<file path="config.mk">
export PLATFORM = sky130hd
export DESIGN_NAME = channel_mixer
export DESIGN_NICKNAME = d
export VERILOG_FILES = /design/src/rtl/channel_mixer.sv
export SDC_FILE = /design/constraint.sdc
export NUM_CORES = 1
export LEC_CHECK = 0
export CAP_MARGIN = 30
export CORE_ASPECT_RATIO = 0.5
export CORE_MARGIN = 2
export CORE_UTILIZATION = 30
export DETAILED_ROUTE_END_ITERATION = 6
export SLEW_MARGIN = 15
export SYNTH_ARGS = -nofsm -noshare
export SYNTH_HDL_FRONTEND = slang
export SYNTH_SLANG_ARGS = --single-unit
</file>
<file path="constraint.sdc">
create_clock -name i_clk -period 4.6 [get_ports i_clk]
set_input_delay 0.46 -clock i_clk [delete_from_list [all_inputs] [get_ports i_clk]]
set_output_delay 0.46 -clock i_clk [all_outputs]
set_load 0.01 [all_outputs]
</file>
<file path="src/rtl/channel_mixer.sv">
// rtl/channel_mixer.sv - multi-channel volume-scaled mixer with saturation and optional sigma-delta DAC
//
// Purpose: on each accepted sample strobe, latches all channel samples, volumes
// and mutes, then scales each channel by its 4-bit volume with a serial
// shift-add multiplier (volume/16), sums the unmuted channels and registers the
// saturated result. Fixed latency of 5*NUM_CHANNELS+2 cycles from strobe to valid.
//
// Optional feature macro: CHANNEL_MIXER_SIGMA_DELTA_EN
//   defined   -> o_dac is a first-order sigma-delta bitstream of o_mix
//   undefined -> o_dac is tied to 0 and no modulator logic exists
//
// Ports:
//   i_clk        clock, all logic on rising edge
//   i_rst_n      asynchronous active-low reset
//   i_sample_stb one-cycle output-sample-rate strobe
//   i_samples    NUM_CHANNELS x SAMPLE_WIDTH packed samples, channel 0 in LSBs
//   i_volumes    NUM_CHANNELS x 4 packed volumes, channel 0 in LSBs
//   i_mute       per-channel mute, bit c mutes channel c
//   o_mix        registered saturated mix, held between updates
//   o_mix_valid  one-cycle pulse when o_mix updates
//   o_busy       high while a mix is in progress
//   o_overrun    one-cycle pulse after a strobe arrives while busy
//   o_dac        sigma-delta bitstream (0 when the modulator is not built)
module channel_mixer #(
   parameter int NUM_CHANNELS = 4,
   parameter int SAMPLE_WIDTH = 9,
   parameter int OUT_WIDTH    = 10
) (
   input  logic                                 i_clk,
   input  logic                                 i_rst_n,
   input  logic                                 i_sample_stb,
   input  logic [NUM_CHANNELS*SAMPLE_WIDTH-1:0] i_samples,
   input  logic [NUM_CHANNELS*4-1:0]            i_volumes,
   input  logic [NUM_CHANNELS-1:0]              i_mute,
   output logic [OUT_WIDTH-1:0]                 o_mix,
   output logic                                 o_mix_valid,
   output logic                                 o_busy,
   output logic                                 o_overrun,
   output logic                                 o_dac
);

   localparam int PW   = SAMPLE_WIDTH + 4;
   localparam int AW   = SAMPLE_WIDTH + 3;
   localparam int CH_W = (NUM_CHANNELS > 1) ? $clog2(NUM_CHANNELS) : 1;
   localparam int CW   = ((AW > OUT_WIDTH) ? AW : OUT_WIDTH) + 1;

   localparam logic [CH_W-1:0] CH_ONE  = CH_W'(1);
   localparam logic [CH_W-1:0] CH_LAST = CH_W'(NUM_CHANNELS - 1);
   localparam logic [CW-1:0]   MAX_EXT = {{(CW-OUT_WIDTH){1'b0}}, {OUT_WIDTH{1'b1}}};

   typedef enum logic [1:0] {S_IDLE, S_MULT, S_ACC, S_DONE} state_t;

   state_t                            r_state;
   state_t                            w_next;
   logic [NUM_CHANNELS*SAMPLE_WIDTH-1:0] r_samples;
   logic [NUM_CHANNELS*4-1:0]         r_volumes;
   logic [NUM_CHANNELS-1:0]           r_mute;
   logic [PW-1:0]                     r_prod;
   logic [AW-1:0]                     r_acc;
   logic [CH_W-1:0]                   r_ch;
   logic [1:0]                        r_bit;
   logic [OUT_WIDTH-1:0]              r_mix;
   logic                              r_mix_valid;
   logic                              r_overrun;

   logic [SAMPLE_WIDTH-1:0]           w_sample;
   logic [3:0]                        w_vol;
   logic                              w_muted;
   logic                              w_last;
   logic [PW-1:0]                     w_addend;
   logic [AW-1:0]                     w_scaled;
   logic [CW-1:0]                     w_acc_ext;
   logic [OUT_WIDTH-1:0]              w_sat;

   // Select the current channel's latched sample, volume and mute bit.
   always_comb begin
      w_sample = '0;
      w_vol    = '0;
      w_muted  = 1'b0;
      for (int c = 0; c < NUM_CHANNELS; c++) begin
         if (r_ch == CH_W'(c)) begin
            w_sample = r_samples[c*SAMPLE_WIDTH +: SAMPLE_WIDTH];
            w_vol    = r_volumes[c*4 +: 4];
            w_muted  = r_mute[c];
         end
      end
   end

   assign w_last    = (r_ch == CH_LAST);
   assign w_addend  = {4'b0000, w_sample} << r_bit;
   // Dividing by 16 makes volume 15 slightly below unity; the truncation is per channel.
   assign w_scaled  = {3'b000, r_prod[PW-1:4]};
   assign w_acc_ext = CW'(r_acc);
   assign w_sat     = (w_acc_ext > MAX_EXT) ? {OUT_WIDTH{1'b1}} : w_acc_ext[OUT_WIDTH-1:0];

   always_ff @(posedge i_clk or negedge i_rst_n) begin
      if (!i_rst_n) begin
         r_state <= S_IDLE;
      end else begin
         r_state <= w_next;
      end
   end

   always_comb begin
      w_next = r_state;
      case (r_state)
         S_IDLE:  if (i_sample_stb) w_next = S_MULT;
         S_MULT:  if (r_bit == 2'd3) w_next = S_ACC;
         S_ACC:   w_next = w_last ? S_DONE : S_MULT;
         S_DONE:  w_next = S_IDLE;
         default: w_next = S_IDLE;
      endcase
   end

   always_ff @(posedge i_clk or negedge i_rst_n) begin
      if (!i_rst_n) begin
         r_samples   <= '0;
         r_volumes   <= '0;
         r_mute      <= '0;
         r_prod      <= '0;
         r_acc       <= '0;
         r_ch        <= '0;
         r_bit       <= '0;
         r_mix       <= '0;
         r_mix_valid <= 1'b0;
         r_overrun   <= 1'b0;
      end else begin
         r_mix_valid <= (r_state == S_DONE);
         // A strobe arriving in any non-idle state is dropped and flagged.
         r_overrun   <= i_sample_stb && (r_state != S_IDLE);
         case (r_state)
            S_IDLE: begin
               if (i_sample_stb) begin
                  r_samples <= i_samples;
                  r_volumes <= i_volumes;
                  r_mute    <= i_mute;
                  r_prod    <= '0;
                  r_acc     <= '0;
                  r_ch      <= '0;
                  r_bit     <= '0;
               end
            end
            S_MULT: begin
               if (w_vol[r_bit]) r_prod <= r_prod + w_addend;
               r_bit <= r_bit + 2'd1;
            end
            S_ACC: begin
               if (!w_muted) r_acc <= r_acc + w_scaled;
               r_prod <= '0;
               r_ch   <= r_ch + CH_ONE;
            end
            S_DONE: begin
               r_mix <= w_sat;
            end
            default: ;
         endcase
      end
   end

   assign o_mix       = r_mix;
   assign o_mix_valid = r_mix_valid;
   assign o_busy      = (r_state != S_IDLE);
   assign o_overrun   = r_overrun;

`ifdef CHANNEL_MIXER_SIGMA_DELTA_EN
   // Carry out of the modulator accumulator; its density tracks o_mix / 2^OUT_WIDTH.
   logic [OUT_WIDTH:0] r_sd_acc;

   always_ff @(posedge i_clk or negedge i_rst_n) begin
      if (!i_rst_n) begin
         r_sd_acc <= '0;
      end else begin
         r_sd_acc <= {1'b0, r_sd_acc[OUT_WIDTH-1:0]} + {1'b0, r_mix};
      end
   end

   assign o_dac = r_sd_acc[OUT_WIDTH];
`else
   assign o_dac = 1'b0;
`endif

endmodule

</file>
==> impl_metrics.py <==
metrics = {
    "clock_tree": {
        "clk_latency_ps": 340,
        "cts.sinks": 99,
        "cts_buffers": 9,
        "cts.clk_slew.worst_paths_ps": 70,
        "cts_hold_buffers": 0,
        "cts_max_level": 3,
        "cts_resized": 0,
        "clockBufferDepth": 2,
        "post-cts-setup-buffers": 0,
        "cts_tree": "built",
        "root_buffer": "clkbuf_16",
    },
    "yosys": {
        "avgSynthCellArea_sq_um": 9.00,
        "ys.flop_type": "dfrtp_1",
        "netlist.area_leader.share_pct": 45.8,
        "ys_ff_latch": 99,
        "synthesis.instances": 601,
        "synth_nets": 689,
        "synth_area_sq_um": 5410,
        "synth_edf_count": 0,
        "ys_warn_count": 0,
        "synth_seq_area_share_pct": 45.8,
        "synth_area_leaders": "dfrtp_1, nand2_1, ha_1, nor2b_1, a22o_1",
        "yosysUniqueCellTypes": 52,
        "ys_async_sr_fraction_pct": 100,
        "yosysTopAreaCell": "dfrtp_1",
    },
    "job": {
        "maxCapViolCount": 0,
    },
    "cells_and_area": {
        "num_antenna_cells": 0,
        "final_common_cell": "nand2_1",
        "final_net_count": 745,
        "final_cell_mix": "nand2_1, dfrtp_1, clkdlybuf4s50_1",
        "drive_gt1_share_pct": 5.44,
        "final_cells": 896,
        "syn2layout_area_growth_pct": 23.6,
    },
    "sta": {
        "rsz0062_at_grt": "no",
        "worst_slack_ps": 523,
        "fin_crit_ps": 4080,
        "setup_viol_count_final": 0,
        "slew-limit-headroom_pct": 44.3,
        "setup_tns_ps": 0,
        "fmax_ghz": 0.245,
        "report.final.slew_viol_count": 0,
        "whs_ps": 469,
        "hold_viol_final": 0,
        "fin_crit_sh_pct": 88.6,
        "worst_slew_pin_slew_ps": 836,
        "skew_ps": 8.71,
    },
    "worst_setup_path": {
        "path_class": "reg -> reg",
        "path_cells": "inv_1 -> ha_1 -> nor2b_1 -> a221oi_1 -> nor3_1 -> a21oi_1 -> mux2i_1 -> mux2_2 -> ha_1 -> nor2b_1 -> o31a_1 -> o211ai_1 -> a21boi_0 -> or3_1 -> a32o_1",
        "crit_path_end_kind": "flip-flop",
        "cpPeakStageDelay_ps": 660,
        "crit_required_ps": 4820,
        "worst_setup_path_start_kind": "flip-flop",
        "cp_max_fo": 24,
        "cp_slowest_cell": "ha_1",
        "worst_ep_arrival_time_ps": 4300,
    },
    "placement": {
        "gp_congestion": 0.850,
        "pre_cts_slack_ps": 533,
        "hpwl_microns": 9360,
        "portBuffers": 71,
        "dp_cells": 878,
    },
    "drt": {
        "wl_per_cell_microns": 14.1,
        "drc": 0,
        "wl_microns": 12600,
        "avgViaCountPerCell": 4.77,
        "firstDrtPassIters": 4,
        "antenna_left": 0,
        "vias": 4278,
        "drtIter0Drc": 258,
    },
    "global_route": {
        "grt_usage_pct": 13.9,
        "grt_remaining_overflow": 0,
        "grt_first_pass_wirelength_microns": 21500,
        "grt_pass1_vias": 4228,
        "grt_start_max_net_pins": 70,
        "antenna_found_initial": 0,
    },
    "power_and_ir_drop": {
        "pwr_density_cell_nw_per_um2": 701,
        "p_leak_nw": 3.12,
        "power_w": 0.00469,
        "peakVddDrop_uv": 262,
    },
    "floorplanning": {
        "die_y_microns": 98.9,
        "num_rows": 34,
        "io_pins": 73,
        "die_w_microns": 194,
        "start_util_pct": 30.9,
        "die-area_sq_um": 19200,
        "core-area_sq_um": 17500,
    },
    "min_path": {
        "worstHoldPathType": "reg -> reg",
    },
    "status": {
        "status": "completed",
    },
}
-- routing by layer --
metal  vias to the layer above  wire length [microns]  global-route usage [%]  part of all wire (%)
li1                       2171                      -                       -                     -
met3                        11                    319                    2.36                   2.5
met2                        70                   5540                    21.0                    44
met1                      2026                   6650                    20.6                    53
met4                         0                    125                    3.38                  0.99
met5                         -                      0                       0                     0
-- cells in the mapped netlist, types with 2 or more instances --
| cell type | n |
|---|---|
| nor2_1 | 20 |
| xor2_1 | 5 |
| mux2_1 | 2 |
| a22o_1 | 12 |
| mux2_2 | 9 |
| mux2i_1 | 10 |
| o31a_1 | 5 |
| fa_1 | 2 |
| o31ai_1 | 2 |
| ha_1 | 27 |
| a32o_1 | 2 |
| buf_1 | 3 |
| clkbuf_1 | 22 |
| o21bai_1 | 3 |
| o211ai_1 | 5 |
| nand4_1 | 3 |
| buf_4 | 3 |
| a221oi_1 | 10 |
| and3_1 | 2 |
| nand2_1 | 200 |
| nand3_1 | 2 |
| inv_1 | 8 |
| nor3_1 | 12 |
| dfrtp_1 | 99 |
| buf_2 | 4 |
| o22a_1 | 10 |
| a21o_1 | 4 |
| nor2b_1 | 26 |
| a31oi_1 | 2 |
| xnor2_1 | 9 |
| o21a_1 | 4 |
| and2_1 | 5 |
| o21ai_0 | 19 |
| or4_1 | 2 |
| a21oi_1 | 20 |
| a221o_1 | 6 |
| nand2b_1 | 4 |
| a211oi_1 | 4 |
-- cell families after synthesis --
group / share of synthesized area [%]
compound gates: 15.3
buf+inv: 3.22
fa+ha+maj: 6.99
flops: 45.8
mux: 4.14
xor+xnor: 2.27
simple gates: 22.2
other cells: 0.0693
-- area by class of cell --
| type | instances | area [sq um] |
|---|---|---|
| clock buffers | 13 | 270 |
| clock inverters | 3 | 45.0 |
| multi-input cells | 460 | 2760 |
| fillers | 1776 | 10800 |
| inverters | 10 | 37.5 |
| repair buffers | 77 | 801 |
| well taps | 234 | 293 |
| flip-flops and latches | 99 | 2480 |
-- path summary, 6_finish.rpt --
path	cells past startpoint	endpoint	slack, ps	from
max	15	r_prod[10]	520	r_ch[1]
min	2	r_volumes[15]	470	r_volumes[15]
max reg2reg	15	r_prod[10]	520	r_ch[1]
min reg2reg	2	r_volumes[15]	470	r_volumes[15]
max in group asynchronous	3	r_acc[7]	3400	i_rst_n
min in group asynchronous	2	r_volumes[7]	530	i_rst_n
-- registers in the layout (all words and copies together) (netlist names) --
| register | count |
|---|---|
| r_ch | 2 |
| r_mute | 4 |
| o_overrun | 1 |
| r_samples | 36 |
| o_mix_valid | 1 |
| r_bit | 2 |
| r_volumes | 16 |
| r_prod | 13 |
| r_state | 2 |
| o_mix | 10 |
| r_acc | 12 |
-- worst max-delay path, delay by kind of cell, from the launching register on --
family                   cells  cell delay, ps
AO/OA/AOI/OAI                6            1400
buffers and inverters        1              90
adder cells (fa/ha/maj)      2             980
AND/OR/NAND/NOR              4             660
multiplexers                 2             400
flip-flops                   1             410
-- power breakdown --
part           switching, W  total (W)  internal (W)
Combinational       0.00126    0.00237       0.00111
Clock              0.000327   0.000793      0.000467
Sequential         0.000279    0.00153       0.00125
Total               0.00186    0.00469       0.00282
-- through the flow --
stage	cell area [sq um]	util, %
floorplan	5410	-
global placement	6290	35.9
detailed placement	6330	36.1
CTS	6650	37.9
global route	6680	38.1
finish	6680	38.1
Note: power is estimated with default switching activity, not from simulation.
